### src/rtl/alu_pkg.sv
// Shared EX-stage ALU definitions: control encodings, MUL opcode and
// the multiply sequencer state type.
package alu_pkg;

  localparam logic [2:0]  ALU_PASS = 3'b000;
  localparam logic [2:0]  ALU_ADD  = 3'b010;
  localparam logic [2:0]  ALU_SUB  = 3'b011;

  localparam logic [10:0] OPC_MUL  = 11'b10011011000;

  typedef enum logic [1:0] {
    IDLE = 2'd0,
    RUN  = 2'd1,
    DONE = 2'd2
  } seq_state_t;

endpackage

### src/rtl/mul_sequencer.sv
// Iterative shift-add MUL controller: borrows the shared EX-stage ALU for one
// ADD per multiplier bit while stalling the pipeline, then returns the low half.
module mul_sequencer
  import alu_pkg::*;
#(
  parameter int unsigned DATA_W = 64,
  parameter int unsigned CNT_W  = 7
) (
  input  logic              clk,
  input  logic              reset,
  input  logic              start,
  input  logic [DATA_W-1:0] op_a,
  input  logic [DATA_W-1:0] op_b,
  input  logic [DATA_W-1:0] alu_result,
  output logic              alu_own,
  output logic [DATA_W-1:0] alu_a,
  output logic [DATA_W-1:0] alu_b,
  output logic [2:0]        alu_cntrl,
  output logic              pipe_stall,
  output logic              busy,
  output logic              done,
  output logic [DATA_W-1:0] result
);

  localparam logic [CNT_W-1:0] CNT_LAST = CNT_W'(DATA_W - 1);

  seq_state_t        state_q, state_d;
  logic [DATA_W-1:0] mcand, mplier, acc;
  logic [CNT_W-1:0]  cnt;

  always_ff @(posedge clk) begin
    if (reset) begin
      state_q <= IDLE;
      mcand   <= '0;
      mplier  <= '0;
      acc     <= '0;
      cnt     <= '0;
    end else begin
      state_q <= state_d;
      case (state_q)
        IDLE: begin
          if (start) begin
            mcand  <= op_a;
            mplier <= op_b;
            acc    <= '0;
            cnt    <= '0;
          end
        end
        RUN: begin
          if (mplier[0]) acc <= alu_result;
          mcand  <= mcand << 1;
          mplier <= mplier >> 1;
          cnt    <= cnt + CNT_W'(1);
        end
        default: ;
      endcase
    end
  end

  // Early exit once no set multiplier bits remain keeps latency at N cycles.
  always_comb begin
    state_d = state_q;
    case (state_q)
      IDLE: begin
        if (start) state_d = (op_a == '0 || op_b == '0) ? DONE : RUN;
      end
      RUN: begin
        if ((mplier >> 1) == '0 || cnt == CNT_LAST) state_d = DONE;
      end
      DONE:    state_d = IDLE;
      default: state_d = IDLE;
    endcase
  end

  always_comb begin
    alu_own   = 1'b0;
    alu_a     = '0;
    alu_b     = '0;
    alu_cntrl = ALU_PASS;
    busy      = 1'b0;
    done      = 1'b0;
    if (state_q == RUN) begin
      alu_own   = 1'b1;
      alu_a     = acc;
      alu_b     = mcand;
      alu_cntrl = ALU_ADD;
      busy      = 1'b1;
    end
    if (state_q == DONE) done = 1'b1;
  end

  assign pipe_stall = (state_q == IDLE && start) || state_q == RUN;

  // acc only changes on an accepted start or in RUN, so it doubles as the held result.
  assign result = acc;

endmodule

### config.mk
export PLATFORM = sky130hd
export DESIGN_NAME = mul_sequencer
export DESIGN_NICKNAME = d
export VERILOG_FILES = /design/src/rtl/alu_pkg.sv /design/src/rtl/mul_sequencer.sv
export SDC_FILE = /design/constraint.sdc
export NUM_CORES = 1
export LEC_CHECK = 0
export CAP_MARGIN = 20
export CORE_AREA = 10 10 162 164
export CTS_CLUSTER_DIAMETER = 100
export DETAILED_ROUTE_END_ITERATION = 6
export DIE_AREA = 0 0 172 174
export PLACE_DENSITY_LB_ADDON = 0.1
export SLEW_MARGIN = 20
export SYNTH_ARGS = -nofsm -noshare
export SYNTH_HDL_FRONTEND = slang
export SYNTH_SLANG_ARGS = --single-unit
### constraint.sdc
create_clock -name clk -period 1.9 [get_ports clk]
set_clock_uncertainty 0.05 [all_clocks]
set_input_delay 0.38 -clock clk [delete_from_list [all_inputs] [get_ports clk]]
set_output_delay 0.38 -clock clk [all_outputs]
set_load 0.1 [all_outputs]
==> results.toml, run 1 <==
[power]
total_power_uw = 12960
ir_drop_mv = 0.6704
p_leak_uw = 0.007070
powerDensity_nw_per_um2 = 738.1

[grt]
antenna_found_initial = 6
grt_max_degree = 49
gr-usage-all-layers_pct = 24.92
grt_pass1_vias = 10006
overflow = 0
grt_pass1_wl_um = 58900

[finish]
nFillCells = 1563
fin_cells = 1829
nNetsFinal = 1716
drive_above_1_share_pct = 41.04
area.sequential_um2 = 4071
syn_to_final_growth_pct = 99.37
multi_input_area_um2 = 4847

[synthesis]
async_flop_share_pct = 0
synth_area_leader_cell = "dfxtp_1"
syn_area_um2 = 8808
synth_cells = 1038
synth_area_leaders = "dfxtp_1 (46%), nor2_1 (14%), and2_1 (9.2%)"
yosys.area_share.simple_pct = 36.01
synth.top_cell.area_share_pct = 45.68
synth.most_common_cell = "nor2_1"
synth_top_family_by_area = "simple AND/OR/NAND/NOR gates"
synth-edff-count = 0
synth_common_cells = "nor2_1 (328), dfxtp_1 (201), and2_1 (130), nor4_1 (74), a22oi_1 (67)"
synthMuxAreaShare_pct = 0.1278
synth-compound-area-share_pct = 12.78
avgSynthCellArea_um2 = 8.486
synth_seq_area_share_pct = 45.68
synth_cell_types = 34
ys_warn_count = 0
ys_ff_latch = 201
synth-xor-area-share_pct = 0
synthFlopType = "dfxtp_1"
synthAdderAreaFrac_pct = 0.1420

[placement]
hpwlAfterDp_um = 29070
gp_congestion = 0.8399
port-buffer-count = 391
placedCellCount = 1766

[timing]
setup_violations = 132
period_share_pct = 113.5
final_max_slew_viol_count = 0
min_period_ns = 2.156
whs_ns = 0.1658
setup_tns_ns = -29.40
fin_ws_ns = -0.2562
timing.fmax_mhz = 463.8
rsz0062_at_grt = "yes"
final-hold-violation-count = 0

[hold_path]
min_path_cells = 3
min_path_type = "input pin to register"

[clocking]
cts_htree_levels = 1
cts.sinks = 201
cts_root_buf = "clkbuf_16"
clk_path_buf_depth = 3
cts_made_buffers = 24
path_clk_slew_ns = 0.06
cts_tree = "built"
clk_latency_ns = 0.52

[worst_setup_path]
cp.required_ns = 1.47
r2r_cells = 9
critical_path_class = "register to primary output"
cp-start-kind = "register"
crit_fanout = 7
arrival_ns = 1.73
critPathCaptureType = "primary output"

[run_status]
violations = "negative setup slack"
status = "complete, but fails checks"

[detailed_routing]
drt-pass1-iter-count = 5
antenna_left = 0
drtIter0Drc = 739
wirelength_um = 39510
post_drt_via_cell_ratio = 5.364
wl_per_cell_um = 21.60
vias = 9810
drc = 0

[flow_run]
drv_cap = 0

[die]
rows = 56
die_area_um2 = 29930
io_pins = 394
die_h_um = 174
die_w_um = 172
initial_core_util_pct = 38.10
core_um2 = 23120
-- critical path, cell delays in order (launching register included) --
cell and delay, ns:
dfxtp_2 0.33, nand2b_4 0.16, clkinv_8 0.08, buf_6 0.14
clkbuf_16 0.16, and2_4 0.17, buf_12 0.16
-- state kept, by name, summed over array words and instances (netlist names) --
name	flops
mcand	64
state_q	2
mplier	64
cnt	7
result	64
-- final timing paths --
kind,startpoint,endpoint,slack (ns)
setup reg to reg,state_q[0]$_SDFFE_PP0P_,result[16]$_SDFFE_PP0P_,0.10
hold / removal,op_b[39],mplier[39]$_SDFFE_PP0P_,0.17
hold reg to reg,cnt[0]$_SDFFE_PP0P_,cnt[0]$_SDFFE_PP0P_,0.45
setup / recovery,state_q[1]$_SDFFE_PP0P_,alu_b[44],-0.26
-- stage by stage --
stage	worst slack (ns)	cell area, um2	utilization (%)
finish	-0.2562	17560	75.95
global route	-0.3007	17560	75.95
CTS	-0.2657	17350	75.03
detailed placement	-0.6941	16120	69.71
global placement	-0.6661	16120	69.71
floorplan	-0.2155	9111	-
-- report_power, final --
| group | internal, uW | switching, uW | total (uW) |
|---|---|---|---|
| Clock | 2860 | 1850 | 4710 |
| Combinational | 1570 | 1910 | 3480 |
| Sequential | 4530 | 249 | 4780 |
-- logic make-up after synthesis --
group,count (synthesis)
adders and majority gates,1
other,1
buffers and inverters,93
DFF,201
and+or+nand+nor,601
muxes,1
AOI/OAI and AO/OA,140
-- placed cells by master, fill, tap and decap left out, types with 7 or more instances in the layout --
| cell type | instances |
|---|---|
| dfxtp_1 | 163 |
| clkbuf_16 | 25 |
| buf_4 | 121 |
| nor2_1 | 327 |
| dfxtp_2 | 38 |
| a221oi_1 | 63 |
| nand4_1 | 12 |
| buf_6 | 8 |
| and2_4 | 127 |
| clkdlybuf4s50_1 | 183 |
| nor4_1 | 51 |
| nor4_2 | 61 |
| buf_12 | 214 |
| dlymetal6s2s_1 | 10 |
| a22oi_1 | 67 |
| clkbuf_8 | 7 |
-- layout make-up --
class | count | share of cell area [%]
diodes | 4 | 0.05700
inverters | 3 | 0.1639
multi-input cells | 745 | 27.60
repair buffers | 545 | 42.33
well taps | 290 | 2.066
clock inverters | 6 | 0.5415
flip-flops and latches | 201 | 23.18
clock buffers | 35 | 4.054
-- layer usage --
layer / wire length (um) / up-vias / track usage (%)
met3: 3619 / 58 / 8.269
met4: 1001 / 2 / 6.935
met1: 14760 / 4718 / 28.20
met5: 9 / - / 0
li1: - / 4650 / -
met2: 20120 / 382 / 43.40
-- repair_timing --
| item | 4_1_cts | 5_1_grt |
|---|---|---|
| pin swaps | 29 | 22 |
| endpoints found under the setup margin | 134 | 142 |
| hold buffers | 0 | 0 |
| resized for setup | 103 | 39 |
| buffers inserted | 12 | 3 |
| gates cloned | 5 | 1 |
(Power assumes the default switching activity.)
==> run 2: changes to the inputs <==
- RECOVER_POWER: unset -> 25
==> results.toml, run 2 (synthesized netlist as in run 1, its figures left out) <==
[run_status]
status = "complete, but fails checks"
violations = "negative setup slack"

[power]
power.net_switching_uw = 3993
p_comb_share_pct = 26.3
ir_drop_mv = 0.6698
p_seq_share_pct = 37.0
powerDensity_nw_per_um2 = 770.3
p_leak_uw = 0.006896
swShare_pct = 31.08
internal_power_uw = 8855
p_clk_share_pct = 36.6

[worst_setup_path]
reg2reg_slack_ns = -0.16
critical_path_class = "register to primary output"
r2r_cells = 9
cp-start-kind = "register"
r2r-start = "state_q[0]$_SDFFE_PP0P_"
arrival_ns = 1.72
r2r_end = "result[16]$_SDFFE_PP0P_"
cp.required_ns = 1.47
crit_buf_inv = 4
cp-startpoint = "state_q[1]$_SDFFE_PP0P_"
crit_family = "buffers and inverters"
crit_path_cell_trace = "nand2b_4 > clkinv_8 > buf_6 > clkbuf_16 > and2_4 > buf_12"
cp_slowest_cell = "dfxtp_2"
slowest_delay_ns = 0.33
critPathCaptureType = "primary output"
crit_fanout = 7

[clocking]
clk_latency_ns = 0.52
cts_htree_levels = 1
clk_path_buf_depth = 3
cts.sinks = 201
cts_root_buf = "clkbuf_16"
cts_tree = "built"
cts_made_buffers = 24
path_clk_slew_ns = 0.06
hold_buffers = 0

[die]
die_h_um = 174
rows = 56
die_w_um = 172
core_um2 = 23120
io_pins = 394
die_area_um2 = 29930
initial_core_util_pct = 38.10

[detailed_routing]
post_drt_via_cell_ratio = 5.376
drc = 0
wl_per_cell_um = 21.66
antenna_left = 0
drt-pass1-iter-count = 5
drtIter0Drc = 778
vias = 9833
wirelength_um = 39620

[timing]
fin_ws_ns = -0.2550
slew_headroom_pct = 63.79
final-hold-violation-count = 0
period_share_pct = 113.4
worstMarginPinSlew_ns = 0.5455
whs_ns = 0.1638
setup_violations = 257
timing.fmax_mhz = 464.0
rsz0062_at_grt = "yes"
final_max_slew_viol_count = 0
min_period_ns = 2.155

[finish]
syn_to_final_growth_pct = 89.35
final_cell_mix = "nor2_1 (327), clkdlybuf4s50_1 (183), dfxtp_1 (163), buf_12 (154), and2_4 (127)"
fin_cells = 1829
postLayoutCoreUtil_pct = 72.13
drive_above_1_share_pct = 40.98
final_common_cell = "nor2_1"
nNetsFinal = 1716

[grt]
grt_max_degree = 49
antenna_found_initial = 6
gr-usage-all-layers_pct = 24.92
grt_pass1_vias = 10006
grt_pass1_wl_um = 58900
overflow = 0

[placement]
gp_congestion = 0.8399
port-buffer-count = 391
hpwlAfterDp_um = 29070
placedCellCount = 1766

[hold_path]
whs_endpoint = "mplier[39]$_SDFFE_PP0P_"
min_path_type = "input pin to register"
worstHoldStart = "op_b[39]"
min_path_cells = 3

[flow_run]
drv_cap = 0
-- run 2: power groups by stage --
stage / logic [uW] / registers [uW] / clock network (uW)
2_1_floorplan: 1580 / 5000 / 0
3_3_place_gp: 3190 / 4830 / 0
3_5_place_dp: 3230 / 4840 / 0
4_1_cts: 3450 / 4760 / 4800
5_1_grt: 3580 / 4790 / 4930
6_report: 3380 / 4760 / 4710
-- run 2: how the worst max path moves through the flow --
stage	depth (start not counted)	slack, ns	endpoint
6_report	6	-0.25	alu_b[44]
5_1_grt	6	-0.30	alu_b[46]
4_1_cts	6	-0.27	alu_a[50]
3_5_place_dp	8	-0.69	state_q[0]$_SDFFE_PP0P_
3_3_place_gp	8	-0.67	state_q[0]$_SDFFE_PP0P_
2_1_floorplan	1	-0.22	done
-- run 2: area by class of cell --
cell class | instances | area [um2]
sequential | 201 | 4071
clock buffer | 35 | 711.9
inverter | 3 | 28.78
tap | 290 | 362.8
antenna | 4 | 10.01
clock inverter | 6 | 95.09
multi-input combinational | 745 | 4847
fill | 1677 | 6444
timing repair buffer | 545 | 6551
-- run 2: worst reg2reg max path: stages, from the launching register on --
cell and delay, ns:
dfxtp_2 0.34, clkbuf_1 0.25, nor2_4 0.05, or2_4 0.26
inv_6 0.08, clkbuf_2 0.28, o21ai_4 0.14, buf_12 0.19
a22oi_1 0.21, nor2_1 0.08
-- run 2: metrics by stage --
stage / worst slack [ns] / TNS [ns] / power, uW / cell area (um2)
6_report: -0.2550 / -37.02 / 12850 / 16680
2_1_floorplan: -0.2155 / -1.168 / 6580 / 9111
4_1_cts: -0.2657 / -32.00 / 13010 / 17350
5_1_grt: -0.3007 / -57.48 / 13310 / 16680
3_3_place_gp: -0.6661 / -29.62 / 8017 / 16120
3_5_place_dp: -0.6941 / -35.24 / 8066 / 16120
-- run 2: repair_timing --
item                       in CTS  in global routing
setup endpoints to repair     134                142
pin swaps                      29                 22
resized for setup             103                 39
cloned                          5                  1
setup buffers                  12                  3
-- run 2: per-layer routing --
| layer | GRT usage, % | vias up | part of all wire [%] |
|---|---|---|---|
| li1 | - | 4651 | - |
| met1 | 28.20 | 4734 | 38 |
| met2 | 43.40 | 386 | 51 |
| met3 | 8.269 | 60 | 9.1 |
| met4 | 6.935 | 2 | 2.7 |
| met5 | 0 | - | 0.023 |
==> run 3: changes to the inputs <==
- CORE_AREA: 10 10 162 164 -> 10 10 198 126
- DIE_AREA: 0 0 172 174 -> 0 0 208 136
==> results.toml, run 3 (synthesized netlist as in run 1, its figures left out) <==
[run_status]
status = "complete, but fails checks"
violations = "negative setup slack"

[worst_setup_path]
crit_fanout = 9
critPathCaptureType = "primary output"
cp_slowest_cell = "dfxtp_2"
cp.required_ns = 1.47
crit_buf_inv = 3
arrival_ns = 1.71
slowest_delay_ns = 0.32
reg2reg_slack_ns = -0.12
r2r_end = "result[26]$_SDFFE_PP0P_"
critical_path_class = "register to primary output"
crit_path_cell_trace = "nand2b_4 > inv_6 > clkbuf_16 > and2_4 > buf_12"
r2r_cells = 8
crit_family = "buffers and inverters"
cp-start-kind = "register"
r2r-start = "state_q[0]$_SDFFE_PP0P_"

[placement]
post-place-ws_ns = -0.8060
gp_congestion = 0.8984
hpwlAfterDp_um = 29440
port-buffer-count = 391
placed_area_um2 = 16040

[clocking]
clk_latency_ns = 0.49
cts.sinks = 201
cts_root_buf = "clkbuf_16"
clk_path_buf_depth = 3
cts_made_buffers = 20
path_clk_slew_ns = 0.06
cts_tree = "built"
hold_buffers = 0
cts_htree_levels = 1

[grt]
gr-usage-all-layers_pct = 26.07
grt_pass1_wl_um = 59080
grt_max_degree = 52
antenna_found_initial = 4
grt_pass1_vias = 9756
overflow = 0

[die]
core_um2 = 21440
io_pins = 394
die_area_um2 = 28290
die_h_um = 136
initial_core_util_pct = 41.08
die_w_um = 208
rows = 42

[finish]
design_area_um2 = 16760
syn_to_final_growth_pct = 90.30
final_cell_mix = "nor2_1 (328), clkdlybuf4s50_1 (188), buf_12 (180), dfxtp_1 (164), buf_4 (102)"
drive_above_1_share_pct = 39.46
final_common_cell = "nor2_1"
nNetsFinal = 1696

[flow_run]
drv_cap = 0

[timing]
final-hold-violation-count = 0
slew_headroom_pct = 59.29
setup_violations = 214
fin_ws_ns = -0.2354
period_share_pct = 112.4
worstMarginPinSlew_ns = 0.6106
timing.fmax_mhz = 468.3
min_period_ns = 2.135
final_max_slew_viol_count = 0
rsz0062_at_grt = "yes"

[detailed_routing]
wl_per_cell_um = 22.37
vias = 9911
drc = 0
antenna_left = 0
wirelength_um = 40320
drt-pass1-iter-count = 5
drtIter0Drc = 627
post_drt_via_cell_ratio = 5.500

[power]
powerDensity_nw_per_um2 = 756.6
p_leak_uw = 0.006778
ir_drop_mv = 0.5377
total_power_uw = 12680

[hold_path]
whs_endpoint = "mplier[30]$_SDFFE_PP0P_"
min_path_cells = 4
min_path_type = "input pin to register"
worstHoldStart = "op_b[30]"
-- run 3: worst max-delay path by stage --
stage	startpoint	end	slack, ns	cells past startpoint
floorplan	state_q[1]$_SDFFE_PP0P_	done	-0.22	1
global placement	op_b[46]	state_q[0]$_SDFFE_PP0P_	-0.86	8
detailed placement	op_b[45]	state_q[0]$_SDFFE_PP0P_	-0.81	8
CTS	state_q[1]$_SDFFE_PP0P_	alu_b[42]	-0.24	5
global route	state_q[1]$_SDFFE_PP0P_	alu_b[49]	-0.28	5
finish	state_q[1]$_SDFFE_PP0P_	alu_b[49]	-0.24	5
-- run 3: power by group --
part	internal [uW]	switching, uW	total [uW]	leakage [uW]
logic	1470	1910	3380	0.00474
clock network	2820	1710	4530	0.000375
registers	4520	246	4770	0.00167
-- run 3: area by class of cell --
cell class | instances | area [um2]
Antenna cell | 3 | 7.507
Clock buffer | 29 | 625.6
Clock inverter | 6 | 130.1
Fill cell | 1336 | 4678
Inverter | 3 | 26.28
Multi-Input combinational cell | 745 | 4731
Sequential cell | 201 | 4073
Tap cell | 286 | 357.8
Timing Repair Buffer | 526 | 6785
Timing Repair inverter | 3 | 26.28
-- run 3: worst min-delay path, delay by kind of cell --
kind / cells / cell delay [ns]
buffers and inverters: 2 / 0.24
and+or+nand+nor: 2 / 0.18
-- run 3: metal layers --
layer	track usage [%]	share of wire [%]	vias up
li1	-	-	4614
met1	31.95	41	4823
met2	42.74	48	418
met3	9.166	9.0	56
met4	7.255	2.4	0
met5	0	0	-
-- run 3: timing repair --
| action | CTS | global route |
|---|---|---|
| gates cloned | 5 | 6 |
| pin swaps | 7 | 28 |
| resized for setup | 59 | 29 |
| setup endpoints to repair | 134 | 174 |
| buffers inserted | 4 | 4 |
-- run 3: stage by stage --
step	utilization [%]	cells	setup TNS (ns)	hold WS [ns]
final	78.18	1802	-32.22	0.3224
after global routing	78.17	1801	-53.48	0.3476
after CTS	79.58	1790	-27.14	0.4012
after detailed placement	74.81	1747	-36.28	0.4324
after global placement	74.81	1747	-31.80	0.4231
after floorplan	-	1039	-1.168	0.4099
